## src/rtl/sweep_monitor_if.sv

```systemverilog
// Bundles the observed counter value, error-clear and all monitor results.
// The bench drives through master; the monitor consumes through slave.
interface sweep_monitor_if #(
    parameter int WIDTH = 8
);
    logic [WIDTH-1:0] count;
    logic             clr_err;
    logic             dir_valid;
    logic             dir;
    logic             peak;
    logic             trough;
    logic [15:0]      sweeps;
    logic [15:0]      period;
    logic             in_window;
    logic             step_err;
    logic             stall_err;

    modport master (
        output count, clr_err,
        input  dir_valid, dir, peak, trough, sweeps, period,
               in_window, step_err, stall_err
    );

    modport slave (
        input  count, clr_err,
        output dir_valid, dir, peak, trough, sweeps, period,
               in_window, step_err, stall_err
    );
endinterface

```

## src/rtl/sweep_monitor.sv

```systemverilog
// Passive observer of an auto-reversing up/down counter: direction, turnarounds,
// sweep period/count, hysteresis window and sticky step/stall errors; 1-cycle latency.
module sweep_monitor #(
    parameter int WIDTH     = 8,
    parameter int LO_TH     = 64,
    parameter int HI_TH     = 192,
    parameter int STALL_MAX = 4
) (
    input  logic           clk,
    input  logic           rst,
    sweep_monitor_if.slave bus
);
    typedef enum logic [1:0] {S_INIT, S_SYNC, S_UP, S_DOWN} state_t;

    localparam int               SW        = $clog2(STALL_MAX + 2);
    localparam logic [WIDTH-1:0] W_ONE     = WIDTH'(1);
    localparam logic [WIDTH-1:0] W_LO      = WIDTH'(LO_TH);
    localparam logic [WIDTH-1:0] W_HI      = WIDTH'(HI_TH);
    localparam logic [SW-1:0]    STALL_LIM = SW'(STALL_MAX);
    localparam logic [SW-1:0]    S_ONE     = SW'(1);

    state_t           r_state;
    state_t           w_state_nxt;
    logic [WIDTH-1:0] r_prev;
    logic [SW-1:0]    r_stall_cnt;
    logic [15:0]      r_per_cnt;
    logic             r_have_trough;
    logic             r_peak;
    logic             r_trough;
    logic [15:0]      r_sweeps;
    logic [15:0]      r_period;
    logic             r_in_window;
    logic             r_step_err;
    logic             r_stall_err;

    logic w_inc, w_dec, w_same, w_jump;
    logic w_peak_nxt, w_trough_nxt, w_jump_evt, w_active, w_stall_evt;

    // Non-modular steps: the guards turn 255->0 and 0->255 into jumps.
    assign w_inc  = (r_prev != '1) && (bus.count == r_prev + W_ONE);
    assign w_dec  = (r_prev != '0) && (bus.count == r_prev - W_ONE);
    assign w_same = (bus.count == r_prev);
    assign w_jump = !(w_inc || w_dec || w_same);

    assign w_active    = (r_state == S_UP) || (r_state == S_DOWN);
    assign w_stall_evt = w_same && (r_state != S_INIT) && (r_stall_cnt >= STALL_LIM);

    always_ff @(posedge clk or negedge rst) begin
        if (!rst) r_state <= S_INIT;
        else      r_state <= w_state_nxt;
    end

    always_comb begin
        w_state_nxt  = r_state;
        w_peak_nxt   = 1'b0;
        w_trough_nxt = 1'b0;
        w_jump_evt   = 1'b0;
        case (r_state)
            S_INIT: w_state_nxt = S_SYNC;
            S_SYNC: begin
                if (w_inc)       w_state_nxt = S_UP;
                else if (w_dec)  w_state_nxt = S_DOWN;
                else if (w_jump) w_jump_evt  = 1'b1;
            end
            S_UP: begin
                if (w_dec) begin
                    w_state_nxt = S_DOWN;
                    w_peak_nxt  = 1'b1;
                end else if (w_jump) begin
                    w_state_nxt = S_SYNC;
                    w_jump_evt  = 1'b1;
                end
            end
            S_DOWN: begin
                if (w_inc) begin
                    w_state_nxt  = S_UP;
                    w_trough_nxt = 1'b1;
                end else if (w_jump) begin
                    w_state_nxt = S_SYNC;
                    w_jump_evt  = 1'b1;
                end
            end
            default: w_state_nxt = S_INIT;
        endcase
    end

    always_ff @(posedge clk or negedge rst) begin
        if (!rst) begin
            r_prev        <= '0;
            r_stall_cnt   <= '0;
            r_per_cnt     <= '0;
            r_have_trough <= 1'b0;
            r_peak        <= 1'b0;
            r_trough      <= 1'b0;
            r_sweeps      <= '0;
            r_period      <= '0;
            r_in_window   <= 1'b0;
            r_step_err    <= 1'b0;
            r_stall_err   <= 1'b0;
        end else begin
            r_prev   <= bus.count;
            r_peak   <= w_peak_nxt;
            r_trough <= w_trough_nxt;

            if (r_state == S_INIT || !w_same) r_stall_cnt <= '0;
            else if (r_stall_cnt <= STALL_LIM) r_stall_cnt <= r_stall_cnt + S_ONE;

            if (w_jump_evt || w_trough_nxt)      r_per_cnt <= '0;
            else if (w_active && r_per_cnt != '1) r_per_cnt <= r_per_cnt + 16'd1;

            // The first trough after sync only opens the measurement window.
            if (w_trough_nxt) begin
                r_have_trough <= 1'b1;
                if (r_have_trough) begin
                    r_period <= (r_per_cnt == '1) ? 16'hFFFF : r_per_cnt + 16'd1;
                    if (r_sweeps != '1) r_sweeps <= r_sweeps + 16'd1;
                end
            end else if (w_jump_evt) begin
                r_have_trough <= 1'b0;
            end

            if (bus.count >= W_HI)      r_in_window <= 1'b1;
            else if (bus.count <= W_LO) r_in_window <= 1'b0;

            r_step_err  <= w_jump_evt  || (r_step_err  && !bus.clr_err);
            r_stall_err <= w_stall_evt || (r_stall_err && !bus.clr_err);
        end
    end

    assign bus.dir_valid = w_active;
    assign bus.dir       = (r_state == S_UP);
    assign bus.peak      = r_peak;
    assign bus.trough    = r_trough;
    assign bus.sweeps    = r_sweeps;
    assign bus.period    = r_period;
    assign bus.in_window = r_in_window;
    assign bus.step_err  = r_step_err;
    assign bus.stall_err = r_stall_err;
endmodule

```

## src/flat_wrapper.sv

```systemverilog
// flat-port wrapper written by rule: the top's interface ports become plain ports
module sweep_monitor_flat 
#(
    parameter int WIDTH     = 8,
    parameter int LO_TH     = 64,
    parameter int HI_TH     = 192,
    parameter int STALL_MAX = 4
)
  (clk, rst, bus_count, bus_clr_err, bus_dir_valid, bus_dir, bus_peak, bus_trough, bus_sweeps, bus_period, bus_in_window, bus_step_err, bus_stall_err);
  sweep_monitor_if #(.WIDTH(WIDTH)) bus_i ();
  input  logic clk;
  input  logic rst;
  input wire logic [$bits(bus_i.count)-1:0] bus_count;
  input wire logic [$bits(bus_i.clr_err)-1:0] bus_clr_err;
  output wire logic [$bits(bus_i.dir_valid)-1:0] bus_dir_valid;
  output wire logic [$bits(bus_i.dir)-1:0] bus_dir;
  output wire logic [$bits(bus_i.peak)-1:0] bus_peak;
  output wire logic [$bits(bus_i.trough)-1:0] bus_trough;
  output wire logic [$bits(bus_i.sweeps)-1:0] bus_sweeps;
  output wire logic [$bits(bus_i.period)-1:0] bus_period;
  output wire logic [$bits(bus_i.in_window)-1:0] bus_in_window;
  output wire logic [$bits(bus_i.step_err)-1:0] bus_step_err;
  output wire logic [$bits(bus_i.stall_err)-1:0] bus_stall_err;
  assign bus_i.count = bus_count;
  assign bus_i.clr_err = bus_clr_err;
  assign bus_dir_valid = bus_i.dir_valid;
  assign bus_dir = bus_i.dir;
  assign bus_peak = bus_i.peak;
  assign bus_trough = bus_i.trough;
  assign bus_sweeps = bus_i.sweeps;
  assign bus_period = bus_i.period;
  assign bus_in_window = bus_i.in_window;
  assign bus_step_err = bus_i.step_err;
  assign bus_stall_err = bus_i.stall_err;
  sweep_monitor #(.WIDTH(WIDTH), .LO_TH(LO_TH), .HI_TH(HI_TH), .STALL_MAX(STALL_MAX)) u_core (.clk(clk), .rst(rst), .bus(bus_i));
endmodule
```

## config.mk

```make
export PLATFORM = sky130hd
export DESIGN_NAME = sweep_monitor_flat
export DESIGN_NICKNAME = d
export VERILOG_FILES = /design/src/rtl/sweep_monitor_if.sv /design/src/rtl/sweep_monitor.sv /design/src/flat_wrapper.sv
export SDC_FILE = /design/constraint.sdc
export NUM_CORES = 1
export LEC_CHECK = 0
export ABC_AREA = 1
export CELL_PAD_IN_SITES_DETAIL_PLACEMENT = 1
export CELL_PAD_IN_SITES_GLOBAL_PLACEMENT = 1
export CORE_ASPECT_RATIO = 0.7
export CORE_MARGIN = 1
export CORE_UTILIZATION = 41
export DETAILED_ROUTE_END_ITERATION = 8
export GPL_TIMING_DRIVEN = 0
export HOLD_SLACK_MARGIN = 0.15
export PLACE_DENSITY_LB_ADDON = 0.05
export SYNTH_ARGS = -nofsm -noshare
export SYNTH_HDL_FRONTEND = slang
export SYNTH_SLANG_ARGS = --single-unit
export TNS_END_PERCENT = 1
```

## constraint.sdc

```tcl
create_clock -name clk -period 2.2 [get_ports clk]
set_input_delay 0.55 -clock clk [delete_from_list [all_inputs] [get_ports clk]]
set_output_delay 0.55 -clock clk [all_outputs]
set_load 0.005 [all_outputs]
```

==> results_dict.tcl, run 1 <==
set metrics [dict create \
    grt_pass1_vias 3813 \
    slew-limit-headroom 0.417 \
    root_buffer "clkbuf_16" \
    ys_types 31 \
    synth_common_cells "nand2_1 (170), inv_1 (75), dfrtp_1 (67)" \
    post_dp_cell_area_sq_mm 0.00473 \
    synth_edf_count 0 \
    synth-main-ff-cell "dfrtp_1" \
    crit_chain "inv_2, ha_4, inv_1, nand2_1, nand2_2, nor2_4, nand3_2, nor2_4, nand3_4, nor2_4, nand3_4, buf_6, nand2_1, nand2_1" \
    end_kind "register" \
    grt_first_pass_wirelength_mm 18.9 \
    synthAdderAreaFrac 0.0214 \
    fillers 1212 \
    grt_usage 0.236 \
    synth_top_family_by_area "simple AND/OR/NAND/NOR gates" \
    cts-hold-fix-buffers 0 \
    slowest_delay_ns 0.37 \
    dp_worst_setup_slack_ns -0.557 \
    criticalPathCategory "register to register" \
    cpMaxStageDelayCell "dfrtp_1" \
    avgSynthCellArea_sq_um 7.44 \
    synth_compound_area_frac 0.0879 \
    synth_fp_nets 567 \
    hp-class "input port to async pin" \
    start_kind "register" \
    synth.top_cell.area_share 0.410 \
    drtIter0Drc 159 \
    synth-xor-area-share 0.0643 \
    period_share 0.940 \
    die_h_um 85.5 \
    ios 50 \
    required_ns 2.44 \
    dp_hpwl_mm 8.06 \
    slew_violations 0 \
    yosys.area.top_type "dfrtp_1" \
    route.vias.total 3762 \
    final_util 0.547 \
    layout.nets 642 \
    cts_sinks 67 \
    worst-path-buf-inv 3 \
    hold_slack_ns 0.316 \
    core_area_sq_mm 0.00968 \
    crit_fanout 10 \
    synth_mux_area_frac 0 \
    antenna_cells 0 \
    min_period_ns 2.07 \
    rows 30 \
    via_per_inst 4.97 \
    postLayoutCellArea_sq_mm 0.00530 \
    insertion_delay_ns 0.34 \
    cts_tree "built" \
    setup_viol 0 \
    grt_max_degree 68 \
    gp_congestion 0.793 \
    grt.overflow.total 0 \
    tightest_slew_ns 0.875 \
    ys_warn_count 0 \
    drive_above_1_share 0.156 \
    dieArea_sq_mm 0.0104 \
    dr.pass1.iters 4 \
    yosysMostFrequentCell "nand2_1" \
    cts.clk_slew.worst_paths_ns 0.06 \
    synthCells 549 \
    hold_viol_final 0 \
    clock_path_buffers 2 \
    antenna_found_initial 0 \
    arrival_ns 2.30 \
    synth-async-reset-ratio 1.00 \
    port_buffers 49 \
    p_leak_nw 2.46 \
    ys_top_cells_by_area "dfrtp_1 (41%), nand2_1 (16%), inv_1 (6.9%), xor2_1 (4.7%), o21ai_0 (4.5%)" \
    start_util 0.422 \
    wl_per_cell_um 15.1 \
    cts_buffers 9 \
    remaining_drc_errors 0 \
    syn2layout_area_growth_pct 29.6 \
    h-tree-depth 3 \
    ys_ff_latch 67 \
    maxCapViolations 0 \
    ir_drop_uv 470 \
    setup_slack_ns 0.133 \
    outcome "finished clean" \
    power.density_mw_per_mm2 609 \
    dieWidth_um 121 \
    synth-simple-area-share 0.326 \
    ant_nets 0 \
    wl_mm 11.4 \
    clock_skew_ns 0.00799 \
    fmax_mhz 484 \
    critical_path.top_delay_family "simple AND/OR/NAND/NOR gates" \
    ys_seq_area_frac 0.410 \
    syn_area_sq_mm 0.00409 \
]
[cells by family (layout without fill, tap and decap cells)]
kind of cell | count (synthesis) | after routing
and+or+nand+nor | 296 | 296
buffers and inverters | 89 | 169
DFF | 67 | 67
AOI/OAI and AO/OA | 60 | 60
xor gates and xnor gates | 30 | 30
adders and majority gates | 7 | 7
[state kept, by name, indices dropped and copies added, names as in the netlist]
name / count
u_core.bus.in_window: 1
u_core.bus.sweeps: 16
u_core.r_per_cnt: 16
u_core.r_prev: 8
u_core.bus.step_err: 1
u_core.r_stall_cnt: 3
u_core.bus.peak: 1
u_core.bus.period: 16
u_core.bus.trough: 1
u_core.r_have_trough: 1
u_core.r_state: 2
u_core.bus.stall_err: 1
[cells in the final DEF, fill, tap and decap left out, types with 6 or more instances in the layout]
master,instances
dlymetal6s2s_1,6
nand2_2,10
clkbuf_16,10
xnor2_1,8
inv_1,71
clkbuf_1,6
xor2_1,22
o21ai_0,34
nand4_1,7
dfrtp_1,65
nor3_1,12
o21ai_2,12
clkdlybuf4s50_1,40
nand3_1,30
nand2_1,163
nor2_1,38
nor2_2,16
buf_4,14
[final cells by class]
type | count | area [sq um] | share of cell area
buffer | 13 | 98.8 | 0.0187
clock buffer | 10 | 229 | 0.0432
clock inverter | 6 | 88.8 | 0.0168
inverter | 76 | 285 | 0.0539
multi-input combinational | 393 | 2120 | 0.400
sequential | 67 | 1680 | 0.317
tap | 128 | 160 | 0.0302
timing repair buffer | 64 | 638 | 0.121
[worst reg2reg max path: stages (launching register included)]
cell and delay, ns:
dfrtp_1 0.37, inv_2 0.07, ha_4 0.27, inv_1 0.03, nand2_1 0.06, nand2_2 0.08
nor2_4 0.10, nand3_2 0.08, nor2_4 0.16, nand3_4 0.12, nor2_4 0.16, nand3_4 0.16
buf_6 0.20, nand2_1 0.06, nand2_1 0.05
[repair_timing]
action | in CTS | in global routing
setup endpoints to repair | 45 | 53
gates resized for setup | 10 | 35
pin swaps | 5 | 11
buffers inserted | 8 | 6
cloned | 0 | 1
[layer usage]
layer | part of all wire | track usage | vias up
met5 | 0 | 0 | -
met4 | 0.0064 | 0.0449 | 0
met3 | 0.042 | 0.0645 | 9
met2 | 0.46 | 0.372 | 63
met1 | 0.50 | 0.324 | 1812
li1 | - | - | 1878
[worst paths after layout]
check / cells past startpoint / to / slack, ns / startpoint
min in group clk: 1 / u_core.r_prev[4]$_DFF_PN0_ / 0.39 / bus_count[4]
min reg2reg: 2 / u_core.bus.period[5]$_DFFE_PN0P_ / 0.49 / u_core.bus.period[5]$_DFFE_PN0P_
max reg2reg: 14 / u_core.bus.sweeps[0]$_DFFE_PN0P_ / 0.13 / u_core.r_prev[1]$_DFF_PN0_
max: 14 / u_core.bus.sweeps[0]$_DFFE_PN0P_ / 0.13 / u_core.r_prev[1]$_DFF_PN0_
max in group asynchronous: 1 / u_core.r_state[1]$_DFFE_PN0P_ / 1.24 / rst
min: 1 / u_core.bus.sweeps[4]$_DFFE_PN0P_ / 0.32 / rst
[stage by stage]
step,power [mW],cells,TNS [ns]
global placement,1.64,726,-143.46
global route,3.36,757,-0.0244
finish,3.23,757,0
detailed placement,1.65,726,-23.96
CTS,3.24,750,-0.00432
floorplan,1.51,549,0
[power by group]
group	total [mW]	internal, mW	switching (mW)
Clock	1.57	0.994	0.578
Sequential	1.28	1.25	0.0290
Combinational	0.372	0.118	0.254
Total	3.23	2.36	0.862
Power figures use the tool's default switching activity.
==> run 2: changes to the inputs <==
--- a/config.mk
+++ b/config.mk
@@ -10,7 +10,8 @@
 export CELL_PAD_IN_SITES_GLOBAL_PLACEMENT = 1
 export CORE_ASPECT_RATIO = 0.7
 export CORE_MARGIN = 1
-export CORE_UTILIZATION = 41
+export CORE_UTILIZATION = 42
+export CTS_BUF_LIST = sky130_fd_sc_hd__clkbuf_4
 export DETAILED_ROUTE_END_ITERATION = 8
 export GPL_TIMING_DRIVEN = 0
 export HOLD_SLACK_MARGIN = 0.15
==> constraint.sdc (replaced) <==
create_clock -name clk -period 2.1 [get_ports clk]
set_input_delay 0.525 -clock clk [delete_from_list [all_inputs] [get_ports clk]]
set_output_delay 0.525 -clock clk [all_outputs]
set_load 0.005 [all_outputs]
==> run 2 against run 1 <==
Setup slack worse by 0.16 ns; utilization is 1.4 points higher; fmax decreased by 2.7%; routed wire length down 0.48%; final cell count up 0.40%; critical path type unchanged; total power decreased by 19%; global-route usage rose by 0.89 points; clock power down 45%; the run now ends with negative setup slack left; sequential share of layout area is 0.67 points higher.
==> results_dict.tcl, run 2 (synthesized netlist as in run 1, its figures left out) <==
set metrics [dict create \
    start_util 0.442 \
    clock_path_buffers 2 \
    dieWidth_um 120 \
    setup_slack_ns -0.0235 \
    fmax_mhz 471 \
    postLayoutCellArea_sq_mm 0.00519 \
    gp_congestion 0.817 \
    end_kind "register" \
    syn2layout_area_growth_pct 27.0 \
    required_ns 2.44 \
    wl_met1_mm 5.84 \
    ir_drop_uv 307 \
    hold_slack_ns 0.187 \
    place.detailed.instances 722 \
    layout_commonest_cell "nand2_1" \
    wl_per_cell_um 15.0 \
    dp_worst_setup_slack_ns -0.597 \
    h-tree-depth 3 \
    maxCapViolations 0 \
    cts_tree "built" \
    met3_length_um 308 \
    die_h_um 84.5 \
    layout_common_cells "nand2_1 (166), inv_1 (70), dfrtp_1 (65)" \
    insertion_delay_ns 0.44 \
    ant_nets 0 \
    p_leak_nw 2.41 \
    drive_above_1_share 0.164 \
    ios 50 \
    grt.overflow.total 0 \
    dp_hpwl_mm 8.09 \
    cts.clk_slew.worst_paths_ns 0.12 \
    crit_fanout 8 \
    grt_first_pass_wirelength_mm 19.2 \
    outcome "complete, but fails checks" \
    top_layer "met4" \
    power.density_mw_per_mm2 504 \
    cts_buffers 9 \
    wl_mm 11.4 \
    slew_violations 0 \
    tightest_slew_ns 0.904 \
    layout.nets 650 \
    grt_max_degree 68 \
    via_per_inst 4.93 \
    rows 29 \
    drtIter0Drc 187 \
    antenna_cells 0 \
    clock_skew_ns 0.00715 \
    dr.pass1.iters 4 \
    period_share 1.01 \
    arrival_ns 2.47 \
    dieArea_sq_mm 0.0101 \
    stdcell_count 760 \
    setup_viol 11 \
    rsz0062_at_grt "true" \
    violations "negative setup slack" \
    post_dp_cell_area_sq_mm 0.00473 \
    grt_usage 0.244 \
    root_buffer "clkbuf_4" \
    core_area_sq_mm 0.00925 \
    power.total_mw 2.62 \
    hold_viol_final 0 \
    antenna_found_initial 0 \
    start_kind "register" \
    slew-limit-headroom 0.397 \
    remaining_drc_errors 0 \
    wl_met2_mm 5.10 \
    route.vias.total 3743 \
    grt_pass1_vias 3867 \
    cts-hold-fix-buffers 0 \
    cts_sinks 67 \
    min_period_ns 2.12 \
    port_buffers 49 \
    hp-class "input port to async pin" \
    criticalPathCategory "register to register" \
]
[run 2: cell count changes in the layout (fill, tap and decap cells not counted), sizes merged, moves of 2 or more]
cell           before  now
buf                23   30
clkinv              2    6
clkdlybuf4s50      40   45
clkinvlp            2    0
dlymetal6s2s        6    2
[run 2: final timing paths]
path,start,to,slack [ns],cells past startpoint
hold reg to reg,u_core.bus.period[5]$_DFFE_PN0P_,u_core.bus.period[5]$_DFFE_PN0P_,0.50,2
min in group clk,bus_count[2],u_core.r_prev[2]$_DFF_PN0_,0.45,1
hold / removal,rst,u_core.bus.sweeps[6]$_DFFE_PN0P_,0.19,1
setup / recovery,u_core.r_prev[0]$_DFF_PN0_,u_core.bus.sweeps[3]$_DFFE_PN0P_,-0.02,13
max in group asynchronous,rst,u_core.r_state[1]$_DFFE_PN0P_,1.26,1
setup reg to reg,u_core.r_prev[0]$_DFF_PN0_,u_core.bus.sweeps[3]$_DFFE_PN0P_,-0.02,13
[run 2: area by class of cell]
type,count,area [sq um]
Fill cell,1162,4070
Inverter,76,285
Clock inverter,6,57.6
Timing Repair Buffer,72,709
Multi-Input combinational cell,393,2120
Sequential cell,67,1680
Buffer,13,109
Clock buffer,9,67.6
Tap cell,124,155
[run 2: report_power, final]
group | internal, mW | switching, mW | total [mW]
logic | 0.144 | 0.281 | 0.424
registers | 1.31 | 0.0237 | 1.33
clock network | 0.348 | 0.509 | 0.858
[run 2: critical path: stages (launching register included)]
cell	delay, ns
dfrtp_1	0.42
inv_2	0.11
ha_4	0.21
nand2_1	0.12
nand2_4	0.07
nor2_4	0.09
nand3_2	0.08
nor2_4	0.12
nand3_4	0.11
nor2_4	0.15
nand3_4	0.21
buf_8	0.21
nand2_1	0.07
o21ai_2	0.06
[run 2: stage by stage]
step	utilization	TNS, ns
2_1_floorplan	-	0
3_3_place_gp	0.511	-149.92
3_5_place_dp	0.511	-26.51
4_1_cts	0.552	-0.00109
5_1_grt	0.561	-4.64
6_report	0.561	-0.131
[run 2: what timing repair did]
action | in CTS | in global routing
setup buffers | 19 | 2
pin swaps | 11 | 4
setup endpoints to repair | 51 | 48
gates resized for setup | 26 | 19
cloned | 1 | 1
[run 2: per-layer routing]
| layer | global-route usage | vias to the layer above |
|---|---|---|
| met5 | 0 | - |
| met4 | 0.0693 | 0 |
| met3 | 0.0462 | 9 |
| met2 | 0.380 | 64 |
| met1 | 0.347 | 1780 |
| li1 | - | 1890 |
